### src/rtl/axis_ema_arbiter_pkg.sv
// Shared types for the EMA input arbiter: the beat carried through the
// register slice and the two-state packet arbitration FSM encoding.
package ema_pkg;

  localparam int EMA_DATA_W = 32;

  typedef enum logic {
    IDLE = 1'b0,
    BUSY = 1'b1
  } arb_state_t;

  typedef struct packed {
    logic [EMA_DATA_W-1:0]   tdata;
    logic [EMA_DATA_W/8-1:0] tkeep;
    logic                    tlast;
    logic                    tid;
  } axis_beat_t;

endpackage

### src/rtl/axis_ema_arbiter_if.sv
// AXI-Stream bundle: master drives payload/valid, slave drives ready.
// The slave view omits tid because upstream requesters carry no source tag.
interface axis_ema_arbiter_if #(
  parameter int DATA_W = 32
);
  logic [DATA_W-1:0]   tdata;
  logic [DATA_W/8-1:0] tkeep;
  logic                tlast;
  logic                tid;
  logic                tvalid;
  logic                tready;

  modport master (output tdata, tkeep, tlast, tid, tvalid, input tready);
  modport slave  (input tdata, tkeep, tlast, tvalid, output tready);
endinterface

### src/rtl/axis_ema_arbiter_reg_slice.sv
// Two-entry skid buffer on axis_beat_t: full throughput, and the input ready
// comes straight from a flop so no combinational path crosses the slice.
module axis_reg_slice
  import ema_pkg::*;
(
  input  logic       ACLK,
  input  logic       ARESETN,
  input  axis_beat_t s_beat,
  input  logic       s_valid,
  output logic       s_ready,
  output axis_beat_t m_beat,
  output logic       m_valid,
  input  logic       m_ready
);

  axis_beat_t main_q, main_d;
  axis_beat_t skid_q, skid_d;
  logic       main_valid_q, main_valid_d;
  logic       skid_valid_q, skid_valid_d;
  logic       in_fire;

  always_comb begin
    in_fire      = s_valid & ~skid_valid_q;
    main_d       = main_q;
    main_valid_d = main_valid_q;
    skid_d       = skid_q;
    skid_valid_d = skid_valid_q;
    if (!main_valid_q || m_ready) begin
      // Output register is free: refill from the skid entry first to keep order.
      if (skid_valid_q) begin
        main_d       = skid_q;
        main_valid_d = 1'b1;
        skid_valid_d = 1'b0;
      end else begin
        main_valid_d = in_fire;
        if (in_fire) begin
          main_d = s_beat;
        end
      end
    end else if (in_fire) begin
      skid_d       = s_beat;
      skid_valid_d = 1'b1;
    end
  end

  always_ff @(posedge ACLK) begin
    if (!ARESETN) begin
      main_q       <= '0;
      skid_q       <= '0;
      main_valid_q <= 1'b0;
      skid_valid_q <= 1'b0;
    end else begin
      main_q       <= main_d;
      skid_q       <= skid_d;
      main_valid_q <= main_valid_d;
      skid_valid_q <= skid_valid_d;
    end
  end

  assign s_ready = ~skid_valid_q;
  assign m_beat  = main_q;
  assign m_valid = main_valid_q;

endmodule

### src/rtl/axis_ema_arbiter.sv
// Packet-granular round-robin arbiter sharing the EMA slave port between two
// AXI-Stream requesters; output goes through a skid slice tagged with TID.
module axis_ema_arbiter
  import ema_pkg::*;
#(
  parameter int DATA_W = EMA_DATA_W,
  parameter int CNT_W  = 16
) (
  input  logic                ACLK,
  input  logic                ARESETN,
  axis_ema_arbiter_if.slave   s0_axis,
  axis_ema_arbiter_if.slave   s1_axis,
  axis_ema_arbiter_if.master  m_axis,
  output logic [CNT_W-1:0]    PKT_CNT0,
  output logic [CNT_W-1:0]    PKT_CNT1
);

  arb_state_t              state_q, state_d;
  logic                    sel_q, sel_d;
  logic                    rr_ptr_q, rr_ptr_d;
  logic [1:0][CNT_W-1:0]   cnt_q, cnt_d;

  logic                    sel_valid;
  logic [DATA_W-1:0]       sel_data;
  logic [DATA_W/8-1:0]     sel_keep;
  axis_beat_t              sel_beat;
  logic                    slice_in_valid;
  logic                    slice_in_ready;
  logic                    accept;
  axis_beat_t              out_beat;
  logic                    out_valid;

  always_comb begin
    sel_valid      = sel_q ? s1_axis.tvalid : s0_axis.tvalid;
    sel_data       = sel_q ? s1_axis.tdata  : s0_axis.tdata;
    sel_keep       = sel_q ? s1_axis.tkeep  : s0_axis.tkeep;
    sel_beat.tdata = sel_data;
    sel_beat.tkeep = sel_keep;
    sel_beat.tlast = sel_q ? s1_axis.tlast : s0_axis.tlast;
    sel_beat.tid   = sel_q;
    slice_in_valid = (state_q == BUSY) & sel_valid;
    accept         = slice_in_valid & slice_in_ready;

    state_d  = state_q;
    sel_d    = sel_q;
    rr_ptr_d = rr_ptr_q;
    cnt_d    = cnt_q;
    case (state_q)
      IDLE: begin
        // Grant is registered here, which forces the one-cycle bubble between packets.
        if (s0_axis.tvalid || s1_axis.tvalid) begin
          state_d = BUSY;
          sel_d   = (s0_axis.tvalid && s1_axis.tvalid) ? rr_ptr_q : s1_axis.tvalid;
        end
      end
      BUSY: begin
        if (accept && sel_beat.tlast) begin
          state_d       = IDLE;
          rr_ptr_d      = ~sel_q;
          cnt_d[sel_q]  = cnt_q[sel_q] + CNT_W'(1);
        end
      end
      default: state_d = IDLE;
    endcase
  end

  always_ff @(posedge ACLK) begin
    if (!ARESETN) begin
      state_q  <= IDLE;
      sel_q    <= 1'b0;
      rr_ptr_q <= 1'b0;
      cnt_q    <= '0;
    end else begin
      state_q  <= state_d;
      sel_q    <= sel_d;
      rr_ptr_q <= rr_ptr_d;
      cnt_q    <= cnt_d;
    end
  end

  assign s0_axis.tready = (state_q == BUSY) & ~sel_q & slice_in_ready;
  assign s1_axis.tready = (state_q == BUSY) &  sel_q & slice_in_ready;

  axis_reg_slice u_slice (
    .ACLK    (ACLK),
    .ARESETN (ARESETN),
    .s_beat  (sel_beat),
    .s_valid (slice_in_valid),
    .s_ready (slice_in_ready),
    .m_beat  (out_beat),
    .m_valid (out_valid),
    .m_ready (m_axis.tready)
  );

  assign m_axis.tdata  = out_beat.tdata;
  assign m_axis.tkeep  = out_beat.tkeep;
  assign m_axis.tlast  = out_beat.tlast;
  assign m_axis.tid    = out_beat.tid;
  assign m_axis.tvalid = out_valid;

  assign PKT_CNT0 = cnt_q[0];
  assign PKT_CNT1 = cnt_q[1];

endmodule

### src/flat_wrapper.sv
// flat-port wrapper written by rule: the top's interface ports become plain ports
module axis_ema_arbiter_flat import ema_pkg::*;
#(
  parameter int DATA_W = EMA_DATA_W,
  parameter int CNT_W  = 16
)
  (ACLK, ARESETN, PKT_CNT0, PKT_CNT1, s0_axis_tdata, s0_axis_tkeep, s0_axis_tlast, s0_axis_tvalid, s0_axis_tready, s1_axis_tdata, s1_axis_tkeep, s1_axis_tlast, s1_axis_tvalid, s1_axis_tready, m_axis_tdata, m_axis_tkeep, m_axis_tlast, m_axis_tid, m_axis_tvalid, m_axis_tready);
  axis_ema_arbiter_if #(.DATA_W(DATA_W)) s0_axis_i ();
  axis_ema_arbiter_if #(.DATA_W(DATA_W)) s1_axis_i ();
  axis_ema_arbiter_if #(.DATA_W(DATA_W)) m_axis_i ();
  input  logic ACLK;
  input  logic ARESETN;
  output logic [CNT_W-1:0] PKT_CNT0;
  output logic [CNT_W-1:0] PKT_CNT1;
  input wire logic [$bits(s0_axis_i.tdata)-1:0] s0_axis_tdata;
  input wire logic [$bits(s0_axis_i.tkeep)-1:0] s0_axis_tkeep;
  input wire logic [$bits(s0_axis_i.tlast)-1:0] s0_axis_tlast;
  input wire logic [$bits(s0_axis_i.tvalid)-1:0] s0_axis_tvalid;
  output wire logic [$bits(s0_axis_i.tready)-1:0] s0_axis_tready;
  input wire logic [$bits(s1_axis_i.tdata)-1:0] s1_axis_tdata;
  input wire logic [$bits(s1_axis_i.tkeep)-1:0] s1_axis_tkeep;
  input wire logic [$bits(s1_axis_i.tlast)-1:0] s1_axis_tlast;
  input wire logic [$bits(s1_axis_i.tvalid)-1:0] s1_axis_tvalid;
  output wire logic [$bits(s1_axis_i.tready)-1:0] s1_axis_tready;
  output wire logic [$bits(m_axis_i.tdata)-1:0] m_axis_tdata;
  output wire logic [$bits(m_axis_i.tkeep)-1:0] m_axis_tkeep;
  output wire logic [$bits(m_axis_i.tlast)-1:0] m_axis_tlast;
  output wire logic [$bits(m_axis_i.tid)-1:0] m_axis_tid;
  output wire logic [$bits(m_axis_i.tvalid)-1:0] m_axis_tvalid;
  input wire logic [$bits(m_axis_i.tready)-1:0] m_axis_tready;
  assign s0_axis_i.tdata = s0_axis_tdata;
  assign s0_axis_i.tkeep = s0_axis_tkeep;
  assign s0_axis_i.tlast = s0_axis_tlast;
  assign s0_axis_i.tvalid = s0_axis_tvalid;
  assign s0_axis_tready = s0_axis_i.tready;
  assign s1_axis_i.tdata = s1_axis_tdata;
  assign s1_axis_i.tkeep = s1_axis_tkeep;
  assign s1_axis_i.tlast = s1_axis_tlast;
  assign s1_axis_i.tvalid = s1_axis_tvalid;
  assign s1_axis_tready = s1_axis_i.tready;
  assign m_axis_tdata = m_axis_i.tdata;
  assign m_axis_tkeep = m_axis_i.tkeep;
  assign m_axis_tlast = m_axis_i.tlast;
  assign m_axis_tid = m_axis_i.tid;
  assign m_axis_tvalid = m_axis_i.tvalid;
  assign m_axis_i.tready = m_axis_tready;
  axis_ema_arbiter #(.DATA_W(DATA_W), .CNT_W(CNT_W)) u_core (.ACLK(ACLK), .ARESETN(ARESETN), .s0_axis(s0_axis_i), .s1_axis(s1_axis_i), .m_axis(m_axis_i), .PKT_CNT0(PKT_CNT0), .PKT_CNT1(PKT_CNT1));
endmodule
### config.mk
export PLATFORM = sky130hd
export DESIGN_NAME = axis_ema_arbiter_flat
export DESIGN_NICKNAME = d
export VERILOG_FILES = /design/src/rtl/axis_ema_arbiter_pkg.sv /design/src/rtl/axis_ema_arbiter_if.sv /design/src/rtl/axis_ema_arbiter_reg_slice.sv /design/src/rtl/axis_ema_arbiter.sv /design/src/flat_wrapper.sv
export SDC_FILE = /design/constraint.sdc
export NUM_CORES = 1
export LEC_CHECK = 0
export CORE_ASPECT_RATIO = 1.5
export CORE_MARGIN = 8
export CORE_UTILIZATION = 48
export DETAILED_ROUTE_END_ITERATION = 10
export PLACE_DENSITY_LB_ADDON = 0.12
export SETUP_SLACK_MARGIN = 0.3
export SYNTH_ARGS = -nofsm -noshare
export SYNTH_HDL_FRONTEND = slang
export SYNTH_SLANG_ARGS = --single-unit
### constraint.sdc
create_clock -name ACLK -period 2.88 [get_ports ACLK]
set_clock_uncertainty 0.15 [all_clocks]
set_input_delay 0.576 -clock ACLK [delete_from_list [all_inputs] [get_ports ACLK]]
set_output_delay 0.576 -clock ACLK [all_outputs]
set_load 0.03 [all_outputs]
* Word level (Yosys, flattened, before mapping)
Cells that the tools add are included.
** Operators by class
- Add/sub/neg operators :: 1
- Multipliers :: 0
- Divide/modulo/power cells :: 0
- Magnitude comparators :: 2
- Equal/unequal tests :: 0
- Shift operators :: 0
- Multiplexer cells :: 16
- Bitwise gates (word level) :: 11
- Reductions and logical operators :: 12
** Operators by type and width (count)
- 38-bit 2-to-1 mux :: 2
- 16-bit 2-to-1 mux :: 3
- 32-bit bitwise mux :: 1
- 32-bit 2-to-1 mux :: 1
- 16-bit by 1-bit adder with 16-bit output, second input constant :: 1
- 16-bit demux with 1-bit select :: 1
- 2-bit AND reduction :: 4
- 1-bit AND :: 6
- 1-bit 2-to-1 mux :: 6
- 1-bit NOT :: 5
- 4-bit 2-to-1 mux :: 1
- 1-bit logical AND :: 3
- 1-bit logical OR :: 2
- 1-bit by 2-bit < comparator with 1-bit output, second input constant :: 1
- 1-bit one-hot mux with 2 select lines :: 1
- 2-bit nonzero test :: 1
- 2-bit OR reduction :: 1
- 1-bit greater-or-equal comparator, second input constant :: 1
- 1-bit logical NOT :: 1
** Word-level totals
- Flip-flop bits (word level) :: 113
- Bits in latches :: 0
- RAM bits :: 0
- Bits in read-only memories :: 0
- Input bits :: 79
- Output and inout bits :: 73
- Memories :: 0

* Longest topological paths before layout
- Depth after elaboration :: 6
- Mapped depth :: 12
- Gate-level depth less buffers :: 8

* By module
From an unflattened synthesis, not the netlist that was laid out.
** Unflattened totals
- Cell total of the unflattened synthesis :: 601
- Area, all modules :: 5559.1 um^2
** Modules (own cells, without submodules)
- axis_reg_slice :: times used 1, cells an instance 350, area an instance 3329.4 um^2
- axis_ema_arbiter :: times used 1, cells an instance 251, area an instance 2229.6 um^2

* Least setup slack after synthesis
OpenSTA, ideal clock, no wires.
- Kind :: reg-to-reg
- Start :: reg u_core.sel_q
- End :: reg u_core.cnt_q, in the netlist u_core.PKT_CNT0[14]
- Setup time :: 0.067 ns
- Arrival time :: 2.405 ns
- Setup slack :: 0.257 ns
- Cell stages (with the launch flop) :: 13
- Buffers on the path :: 4
- Period minus slack after synthesis :: 2.623 ns
- Cell sequence :: dfxtp_1 > buf_6 > buf_6 > buf_2 > buf_2 > mux2i_1 > inv_1 > ha_1 > inv_1 > a211o_4 > o31ai_4 > or3b_1 > a21oi_2
** Between the ends
- Cells in the longest elaborated chain, start to end :: 5
** Ends and longest elaborated chain
- from (decl) :: RTL line axis_ema_arbiter.sv:19 : logic sel_q, sel_d;
- from (signal assigned) :: RTL line axis_ema_arbiter.sv:75 : sel_q <= sel_d;
- branches (longest 5 deep; another with 16-bit by 1-bit adder with 16-bit output)
- to (signal assigned) :: RTL line axis_ema_arbiter.sv:77 : cnt_q <= cnt_d;
- to (decl) :: RTL line axis_ema_arbiter.sv:21 : logic [1:0][CNT_W-1:0] cnt_q, cnt_d;
Parallel ways; which one is timed is not known. The select of a mux whose other input is x is not followed.
A chain may end at the register's enable or synchronous reset.

* Worst setup path after layout
- Start :: reg u_core.sel_q
- End :: out s0_axis_tready
** Between the ends
- Cells in the longest elaborated chain, start to end :: 3
** Ends and longest elaborated chain
- 1-bit NOT :: RTL line axis_ema_arbiter.sv:81 : assign s0_axis.tready = (state_q == BUSY) & ~sel_q & slice_in_ready;
- 1-bit AND (2 in series) :: RTL line axis_ema_arbiter.sv:81
- to (decl) :: RTL line flat_wrapper.sv:19 : output wire logic [$bits(s0_axis_i.tready)-1:0] s0_axis_tready;
No other way between the ends.

==> metrics <==
syn avg cell area 8.10 sq um; Power per Cell Area 603 nW/um^2; number of nets still failing antenna checks after routing 0; synth cell count leaders nand2_1 (138), dfxtp_1 (113), nor2_1 (61); Layout Area Growth over Synthesis 44.4%; min Tclk post-route 2500 ps; flip-flop and latch count after synthesis 113; 1st-pass router iterations 5; violation count after the first detailed-route iteration 238; Inserted Clock Buffers 17; CP max FO 18; largest buffer count on any clock path 2; weighted congestion at the end of routability-driven global placement 0.827; total number of clock tree sinks 113; crit path capture type primary output; count of boundary I/O pins 152; Die Span X 101 microns; depth of the most critical reg-to-reg path 8; post-synthesis net count 727; worst hold path class flip-flop to flip-flop; Async S/R FF share, synth 0%; depth of the CTS H-tree 4; biggest area consumer among synthesized cells dfxtp_1; via count 5051; latest clock arrival within the worst-skew pair 400 ps; number of antenna violations at the first check in global routing 0; GR Overflow Total 0; leakage power of the design 2.55 nW; routed wire length 15.2 mm; Max Cap Viol 0; diode count 0; port bufs 151; most used standard cell by instance count after synthesis nand2_1; CTS clock-pin slew for the worst setup and hold paths 50 ps; Total GRT Usage 20.8%; Fin. Hold Viols 0; worst slack after detailed placement 165 ps; Total Nets Final 861; area share of the largest cell type after synthesis 43.2%; Setup violations, final 0; number of global-route vias before repair 4938; Max Slew Vio Count 0; Routed WL per cell 16.2 microns; Remaining DRCs 0; minimum hold slack 299 ps; fin crit share 86.8%; WHS Path Cells 2; CP Data Arrival Time 1780 ps; setup repair after global routing missed its margin false; largest cells by area after synthesis dfxtp_1 (43%), nand2_1 (9.9%), mux2i_1 (9.0%); average vias per placed instance 5.38; sequential fraction of the synthesis area 43.2%; effective utilization at floorplan 49.5%; pin count of the biggest net entering global routing 85; number of distinct standard cells referenced by the synthesized netlist 46; Yosys Warn Count 0; Total Power 4.56 mW; Max Fclk 400 MHz; outcome complete, no violations; first-pass GRT wire length 24.1 mm; top flip-flop cell by instance count after synthesis dfxtp_1; dpl hpwl 10.6 mm; Total Neg Setup Slack 0 ps; category of the worst setup path launch point flip-flop; cell row count 46; worst setup slack after layout 379 ps; fraction of layout cells with a size suffix above 1 8.06%; placeable core region 10600 sq um; die area 14600 sq um; count of mapped cells out of synthesis 647; worst endpoint required time 2150 ps; die height 144 microns; CTS root buf clkbuf_16; total standard cell area after synthesis 5240 sq um; number of flops mapped to enable cells by yosys 0; worst slew slack as a fraction of its limit 51.2%; slew at the pin closest to its max-slew limit 732 ps; kind of critical path flip-flop to primary output; clock tree from TritonCTS yes; maximum vdd ir drop 0.512 mV
[sequential cells by signal, indices dropped and copies added, names as in the netlist]
| register | flops |
|---|---|
| u_core.PKT_CNT0 | 16 |
| u_core.PKT_CNT1 | 16 |
| u_core.rr_ptr_q | 1 |
| u_core.sel_q | 1 |
| u_core.state_q | 1 |
| u_core.u_slice.m_beat | 38 |
| u_core.u_slice.m_valid | 1 |
| u_core.u_slice.skid_q | 38 |
| u_core.u_slice.skid_valid_q | 1 |
[placed cells by master, fill, tap and decap left out, types with 2 or more instances in the layout]
cell,instances
and3_1,5
xor2_1,8
or2_2,2
and2_1,2
a211oi_1,38
mux2_2,5
nor2_1,59
clkbuf_8,5
a311o_1,2
clkbuf_16,18
xnor2_1,7
nor2b_1,2
o21ai_1,2
buf_12,3
o21ai_0,45
clkdlybuf4s50_1,150
a21oi_1,51
buf_4,9
nand2_1,138
nor3_1,9
nand3b_1,3
inv_1,4
nor4_1,2
nand4_1,2
mux2i_1,47
nand4b_1,2
o211ai_1,4
a21o_1,2
bufinv_16,5
clkinv_2,2
dfxtp_1,111
nand3_1,23
or3b_1,2
[cell families after synthesis]
kind of cell,count (synthesis),synth area share [%]
AOI/OAI and AO/OA,151,17.6
xor gates and xnor gates,15,2.51
adders and majority gates,1,0.239
buffers and inverters,54,4.49
DFF,113,43.2
muxes,52,10.1
and+or+nand+nor,261,21.9
[routing by layer]
layer / GRT usage [%] / share of wire (%) / wire (microns)
met2: 37.3 / 52 / 7910
met1: 22.2 / 40 / 6030
met5: 0 / 0 / 0
met3: 6.20 / 7.2 / 1090
met4: 7.57 / 1.3 / 195
[stage by stage]
stage | std cells | instance area [sq um] | util [%]
6_report | 938 | 7570 | 71.4
5_1_grt | 938 | 7570 | 71.4
4_1_cts | 938 | 7570 | 71.4
3_5_place_dp | 905 | 6860 | 64.8
3_3_place_gp | 905 | 6860 | 64.8
2_1_floorplan | 647 | 5240 | -
[final cells by class]
class                      count  area (sq um)
fill                         867          3020
clock buffer                  24           523
clock inverter                 8           169
tap                          144           180
sequential                   113          2270
multi-input combinational    480          2760
timing repair buffer         164          1650
inverter                       5          18.8
[worst paths after layout]
path | from | end | slack (ps)
worst max register to register | u_core.sel_q | u_core.PKT_CNT0[14] | 560
worst min-delay path | u_core.u_slice.m_beat[28] | u_core.u_slice.m_beat[28] | 300
worst max-delay path | u_core.sel_q | s0_axis_tready | 380
worst min register to register | u_core.u_slice.m_beat[28] | u_core.u_slice.m_beat[28] | 300
[worst max-delay path, cell delays in order (launching register included)]
cell and delay (ps):
dfxtp_4 410, nor3_1 240, clkdlybuf4s50_1 720
[what timing repair did]
action	in CTS	in global routing
buffers inserted	1	0
resized for setup	2	0
hold buffers	0	0
endpoints found under the setup margin	2	0
[report_power, final]
group          total, mW  internal, mW  leakage [nW]  switching, mW
Combinational      0.517         0.243          1.29          0.275
Clock               2.40          1.70         0.342          0.700
Sequential          1.64          1.61         0.916         0.0299
Power figures use the tool's default switching activity.
